File: config.mk
export PLATFORM = sky130hd
export DESIGN_NAME = seg7_scan_ctrl
export DESIGN_NICKNAME = d
export VERILOG_FILES = /design/src/rtl/seg7_scan_ctrl.sv
export SDC_FILE = /design/constraint.sdc
export NUM_CORES = 1
export LEC_CHECK = 0
export CAP_MARGIN = 20
export CORE_MARGIN = 5
export CORE_UTILIZATION = 50
export DETAILED_ROUTE_END_ITERATION = 10
export GPL_TIMING_DRIVEN = 1
export MAX_ROUTING_LAYER = met4
export PLACE_DENSITY = 0.74
export SLEW_MARGIN = 20
export SYNTH_ARGS = -nofsm -noshare
export SYNTH_HDL_FRONTEND = slang
export SYNTH_SLANG_ARGS = --single-unit
File: constraint.sdc
create_clock -name clk -period 5.56 [get_ports clk]
set_input_delay 1.112 -clock clk [delete_from_list [all_inputs] [get_ports clk]]
set_output_delay 1.112 -clock clk [all_outputs]
set_load 0.05 [all_outputs]
File: src/rtl/seg7_scan_ctrl.sv
// Time-multiplexed seven-segment scan controller with a frame-synchronous shadow register.
// Latency: seg_out/dig_sel are registered one cycle after idx/disp; a write is visible within DIGITS*SCAN_DIV cycles.
// Backpressure: wr_ready drops while a posted value waits for frame end; wr_valid is ignored meanwhile.
module seg7_scan_ctrl #(
   parameter int DIGITS         = 4,
   parameter int SCAN_DIV       = 1000,
   parameter bit LZ_SUPPRESS    = 1'b0,
   parameter bit SEG_ACTIVE_LOW = 1'b0,
   parameter bit DIG_ACTIVE_LOW = 1'b0
) (
   input  logic                  clk,
   input  logic                  rst_n,
   input  logic                  wr_valid,
   output logic                  wr_ready,
   input  logic [4*DIGITS-1:0]   wr_data,
   input  logic [DIGITS-1:0]     wr_dp,
   input  logic                  disp_en,
   output logic [7:0]            seg_out,
   output logic [DIGITS-1:0]     dig_sel,
   output logic                  frame_end
);

   localparam int CW = $clog2(SCAN_DIV);
   localparam int IW = (DIGITS > 1) ? $clog2(DIGITS) : 1;
   localparam logic [CW-1:0] CNT_LAST = CW'(SCAN_DIV - 1);
   localparam logic [IW-1:0] IDX_LAST = IW'(DIGITS - 1);

   logic [CW-1:0]       cnt;
   logic [IW-1:0]       idx;
   logic                term;
   logic                pending;
   logic [4*DIGITS-1:0] shadow;
   logic [4*DIGITS-1:0] disp;
   logic [DIGITS-1:0]   shadow_dp;
   logic [DIGITS-1:0]   disp_dp;
   logic [DIGITS-1:0]   blank;
   logic                zero_run;
   logic [3:0]          nibble;
   logic [7:0]          seg_nx;
   logic [DIGITS-1:0]   dig_nx;
   logic [7:0]          seg_q;
   logic [DIGITS-1:0]   dig_q;

   function automatic logic [7:0] hex_seg(input logic [3:0] n);
      case (n)
         4'h0: hex_seg = 8'hFC;
         4'h1: hex_seg = 8'h60;
         4'h2: hex_seg = 8'hDA;
         4'h3: hex_seg = 8'hF2;
         4'h4: hex_seg = 8'h66;
         4'h5: hex_seg = 8'hB6;
         4'h6: hex_seg = 8'hBE;
         4'h7: hex_seg = 8'hE0;
         4'h8: hex_seg = 8'hFE;
         4'h9: hex_seg = 8'hF6;
         4'hA: hex_seg = 8'hEE;
         4'hB: hex_seg = 8'h3E;
         4'hC: hex_seg = 8'h1A;
         4'hD: hex_seg = 8'h7A;
         4'hE: hex_seg = 8'h9E;
         default: hex_seg = 8'h8E;
      endcase
   endfunction

   assign term      = (cnt == CNT_LAST);
   assign frame_end = term && (idx == IDX_LAST);
   assign wr_ready  = !pending;

   always_ff @(posedge clk or negedge rst_n) begin
      if (!rst_n) begin
         cnt <= '0;
         idx <= '0;
      end else begin
         cnt <= term ? '0 : cnt + 1'b1;
         if (term)
            idx <= (idx == IDX_LAST) ? '0 : idx + 1'b1;
      end
   end

   // Commit and accept are mutually exclusive: one needs pending set, the other clear.
   always_ff @(posedge clk or negedge rst_n) begin
      if (!rst_n) begin
         pending   <= 1'b0;
         shadow    <= '0;
         shadow_dp <= '0;
         disp      <= '0;
         disp_dp   <= '0;
      end else if (frame_end && pending) begin
         disp      <= shadow;
         disp_dp   <= shadow_dp;
         pending   <= 1'b0;
      end else if (wr_valid && !pending) begin
         shadow    <= wr_data;
         shadow_dp <= wr_dp;
         pending   <= 1'b1;
      end
   end

   // Walk from the top digit down; a digit is blank while everything at or above it is zero with no dp.
   always_comb begin
      zero_run = 1'b1;
      blank    = '0;
      for (int i = DIGITS - 1; i >= 0; i--) begin
         zero_run = zero_run && (disp[4*i +: 4] == 4'h0) && !disp_dp[i];
         blank[i] = LZ_SUPPRESS && (i != 0) && zero_run;
      end
   end

   always_comb begin
      nibble    = disp[4*idx +: 4];
      seg_nx    = hex_seg(nibble);
      seg_nx[0] = disp_dp[idx];
      if (blank[idx])
         seg_nx = 8'h00;
      dig_nx      = '0;
      dig_nx[idx] = 1'b1;
   end

   always_ff @(posedge clk or negedge rst_n) begin
      if (!rst_n) begin
         seg_q <= '0;
         dig_q <= '0;
      end else begin
         seg_q <= disp_en ? seg_nx : 8'h00;
         dig_q <= disp_en ? dig_nx : '0;
      end
   end

   assign seg_out = seg_q ^ {8{SEG_ACTIVE_LOW}};
   assign dig_sel = dig_q ^ {DIGITS{DIG_ACTIVE_LOW}};

endmodule

# Word-level counts from Yosys, hierarchy flattened
# Memory sizes are Yosys's and may differ from the RTL's.
# Index checks and enable logic that the tools add are counted.
[word_totals]
input_bits = 24
register_bits = 65
latch_bits = 0
word_cells = 38
memories = 1
ramBits = 0
mem_bits_ro = 112
[memory_table]
columns = ["name", "words", "word_bits", "rd", "rd_ports_with_merged_regs", "write_ports", "line_no", "rtl"]
rows = [
  ["(name not given)", 16, 7, 1, 0, 0, "45", "case (n)"],
]
[classes]
multipliers = 0
n_div = 0
n_addsub = 2
n_eq_ne = 2
shift = 1
n_mux = 13
n_reduce_logical = 7
order_cmp = 2
bitwise_logic = 1
[ops]
columns = ["cell", "n"]
rows = [
  ["8-bit two-way mux", 2],
  ["16-bit by 5-bit indexed part select with 4-bit output", 1],
  ["10-bit by 1-bit adder with 10-bit output (second input constant)", 1],
  ["10-bit equality test (second input constant)", 1],
  ["10-bit two-way mux", 1],
  ["1-bit two-way mux", 5],
  ["1-bit binary-select mux with 2-bit select", 2],
  ["1-bit logical AND", 4],
  ["4-bit two-way mux", 1],
  ["2-bit by 3-bit less-than comparator with 1-bit output (second input constant)", 1],
  ["2-bit by 1-bit adder with 2-bit output (second input constant)", 1],
  ["1-bit demux with 2-bit select", 1],
  ["2-bit equality test (second input constant)", 1],
  ["2-bit by 1-bit greater-or-equal comparator with 1-bit output (second input constant)", 1],
  ["2-bit two-way mux", 1],
  ["2-bit AND reduction", 1],
  ["2-bit nonzero test", 1],
  ["1-bit zero test", 1],
  ["1-bit NOT", 1],
]

# Depth between registers and ports, before layout
[depth]
depth_word = 5
mapped_depth = 7
depth_no_buf = 6

# Worst setup path before layout
# Ideal clock, no wire load.
[synth_timing]
path_type = "flip-flop to output port"
startpoint = "register cnt[0]"
endpoint = "output port frame_end"
arrival_ns = 1.716
t_required_ns = 4.448
setup_slack_ns = 2.732
path_stages_with_launch = 6
path_buffers = 1
cell_sequence = "dfrtp_1 > ha_1 > nand2_1 > nor4_2 > clkbuf_1 > and2_1"
[synth_via]
elab_chain_len = 2
[synth_rtl]
columns = ["item", "line_no", "rtl"]
rows = [
  ["start, declared", "28", "logic [CW-1:0] cnt;"],
  ["start signal, assigned", "74", "cnt <= term ? '0 : cnt + 1'b1;"],
  ["10-bit equality test", "65", "assign term = (cnt == CNT_LAST);"],
  ["1-bit logical AND", "66", "assign frame_end = term && (idx == IDX_LAST);"],
  ["end, declared", "20", "output logic frame_end"],
]
# No other way between the ends.

# Final worst setup path
# Ends and elaborated chain as after synthesis.

==> results.tsv <==
stage	metric	value	unit
global_routing	grt_max_degree	66	
floorplan	dieArea	0.00745	mm^2
synthesis	syn-cell-area	0.00291	mm^2
cts	htree_levels	3	
pwr	p_leak	1.59	nW
sta	grt_setup_unrepaired	no	
synthesis	synth_nets	257	
synthesis	synth_compound_area_frac	0.0498	
cts	cts_setup_buffers	0	
synthesis	syn_inst	222	
place	post-place-ws	1.90	ns
synthesis	synthMuxAreaShare	0.202	
min_path	hold_start	cnt[0]	
routing	drtIter0Drc	60	
floorplan	boundaryPins	38	
sta	setup_viol	0	
floorplan	rows	27	
cts	cts_made_buffers	9	
synthesis	ys_seq_elements	65	
sta	setup_ws	1.55	ns
synthesis	synth-xor-area-share	0.0150	
cts	clock_latency	0.33	ns
floorplan	die_w	86.3	um
routing	drt-total-wl	4.82	mm
run_status	run_status	finished clean	
layout	postLayoutCellArea	0.00353	mm^2
global_routing	first_global_vias	1861	
layout	n_antenna_cell	0	
worst_setup_path	cp_max_fo	12	
global_routing	grt.overflow.total	0	
sta	finalSetupTns	0	ns
floorplan	core_area	0.00557	mm^2
floorplan	initial_core_util	0.522	
worst_setup_path	crit_type	reg2out	
synthesis	synthAdderAreaFrac	0.0473	
routing	dr.pass1.iters	4	
worst_setup_path	crit_path_end_kind	output port	
place	postPlaceCellArea	0.00331	mm^2
worst_setup_path	crit_start	cnt[0]	
global_routing	grt_usage	0.151	
sta	slew_headroom	0.318	
layout	final_cell_mix	65 x dfrtp_1, 40 x mux2_2, 36 x clkdlybuf4s50_1, 15 x nor2_1, 11 x ha_1	
synthesis	syn_area_per_cell	13.1	um^2
layout	post_route_cells_drive_above_1_share	0.240	
worst_setup_path	start_kind	flop	
sta	clock.fmax	0.249	GHz
layout	nNetsFinal	297	
cts	postCtsHoldBufs	0	
synthesis	synthDistinctLibCells	39	
sta	worst_pin_slew	1.02	ns
cts	post_cts_resized	0	
sta	post-route-min-period	4.01	ns
job	drv_cap	0	
cts	cts_buffer_depth	2	
synthesis	synth_top_family_by_area	multiplexers	
routing	routed_via_density	5.25	
sta	period_share	0.721	
worst_setup_path	worstPathArrival	2.90	ns
cts	cts_tree	built	
layout	fillCellCount	466	
place	port-buffer-count	37	
pwr	powerDensity	283	mW/mm^2
pwr	vdd_ir_drop_max	163	uV
sta	hold_viol	0	
layout	instances_no_fill	339	
layout	area_growth	21.4	%
worst_setup_path	required	4.45	ns
cts	cts_root_buf	clkbuf_8	
routing	remaining_drc_errors	0	
floorplan	fp.dieH	86.3	um
routing	ant_nets	0	
global_routing	antenna_found_initial	0	
synthesis	seq_area_frac_synth	0.559	
routing	num_vias	1779	
worst_setup_path	timing.rr.start	cnt[0]	
layout	multi_input_area	0.00119	mm^2
place	placed_cells	323	
place	dp.final_hpwl	3.30	mm
cts	cts.sinks	65	
layout	layout_commonest_cell	dfrtp_1	
sta	fin_skew	0.00762	ns
layout	regArea	0.00163	mm^2
global_routing	grt_first_pass_wirelength	8.40	mm
sta	finalMaxSlewViolations	0	
cts	clk_pin_slew	0.07	ns
min_path	hold_path_class	reg2reg	
synthesis	yosys_warnings	0	
routing	wire_per_inst	14.2	um
synthesis	yosys.area_share.simple	0.0924	
place	place.gp.congestion	0.771	
layer usage:
layer  track usage  routed length, um  vias up
met1         0.180               2220      885
li1              -                  -      853
met2         0.238               2310       35
met3        0.0380                220        6
met5             -                  0        -
met4        0.0765                 63        0
layout make-up:
type	instances	share of cell area
Inverter	10	0.0106
Timing Repair Buffer	38	0.106
Tap cell	72	0.0255
Clock buffer	11	0.0400
Multi-Input combinational cell	138	0.336
Sequential cell	65	0.460
Clock inverter	5	0.0223
cell usage after synthesis (all sizes together):
cell | number | area share
o21bai | 1 | 0.0026
clkbuf | 3 | 0.0039
nor4 | 2 | 0.0064
nand2 | 7 | 0.0090
a211oi | 3 | 0.0077
nand4 | 1 | 0.0022
dfrtp | 65 | 0.56
ha | 11 | 0.047
a31oi | 2 | 0.0043
xor2 | 2 | 0.0060
inv | 10 | 0.013
a21oi | 7 | 0.012
nand2b | 2 | 0.0043
nand3 | 7 | 0.012
a211o | 1 | 0.0030
nor2b | 2 | 0.0043
nor3 | 2 | 0.0034
and3 | 3 | 0.0064
nor2 | 15 | 0.019
nand3b | 2 | 0.0052
a21o | 1 | 0.0026
mux2 | 41 | 0.16
and2 | 6 | 0.013
mux4 | 5 | 0.040
o21ai | 4 | 0.0069
o22ai | 1 | 0.0022
xnor2 | 3 | 0.0090
o311ai | 2 | 0.0060
buf | 6 | 0.018
or2 | 1 | 0.0022
or3 | 2 | 0.0043
o31ai | 1 | 0.0026
mux2i | 1 | 0.0034
sequential cells by signal, indices dropped and copies added (netlist names):
register   cells
cnt           10
dig_sel        4
disp          16
disp_dp        4
idx            2
pending        1
seg_out        8
shadow        16
shadow_dp      4
power breakdown:
| part | leakage [nW] | internal, mW | switching, mW |
|---|---|---|---|
| Clock | 0.113 | 0.264 | 0.175 |
| Combinational | 0.638 | 0.0315 | 0.0267 |
| Sequential | 0.841 | 0.492 | 0.00897 |
| Total | 1.59 | 0.788 | 0.211 |
metrics by stage:
step	hold WS [ns]	utilization	power (mW)
6_report	0.461	0.634	0.999
5_1_grt	0.493	0.634	1.04
4_1_cts	0.466	0.634	1.01
3_5_place_dp	0.457	0.594	0.570
3_3_place_gp	0.444	0.594	0.568
2_1_floorplan	0.433	-	0.533
cells by family (layout without fill, tap and decap cells):
| family | count (synthesis) | count (layout) |
|---|---|---|
| and+or+nand+nor | 52 | 52 |
| adders and majority gates | 11 | 11 |
| AOI/OAI and AO/OA | 23 | 23 |
| DFF | 65 | 65 |
| buffers and inverters | 19 | 64 |
| xor gates and xnor gates | 5 | 5 |
| muxes | 47 | 47 |
worst max-delay path: stages, from the launching register on:
cell	delay [ns]
dfrtp_1	0.37
ha_1	0.21
nand2_1	0.17
nor4_2	0.80
and2_1	0.22
clkdlybuf4s50_1	0.80
path summary, 6_finish.rpt:
check | endpoint | slack, ns | depth (start not counted)
min in group asynchronous | shadow_dp[3] | 0.94 | 2
max in group asynchronous | seg_out[5] | 4.10 | 2
hold / removal | cnt[0] | 0.46 | 1
setup / recovery | frame_end | 1.55 | 5
hold reg to reg | cnt[0] | 0.46 | 1
setup reg to reg | disp_dp[2] | 2.58 | 5
(Power assumes the default switching activity.)
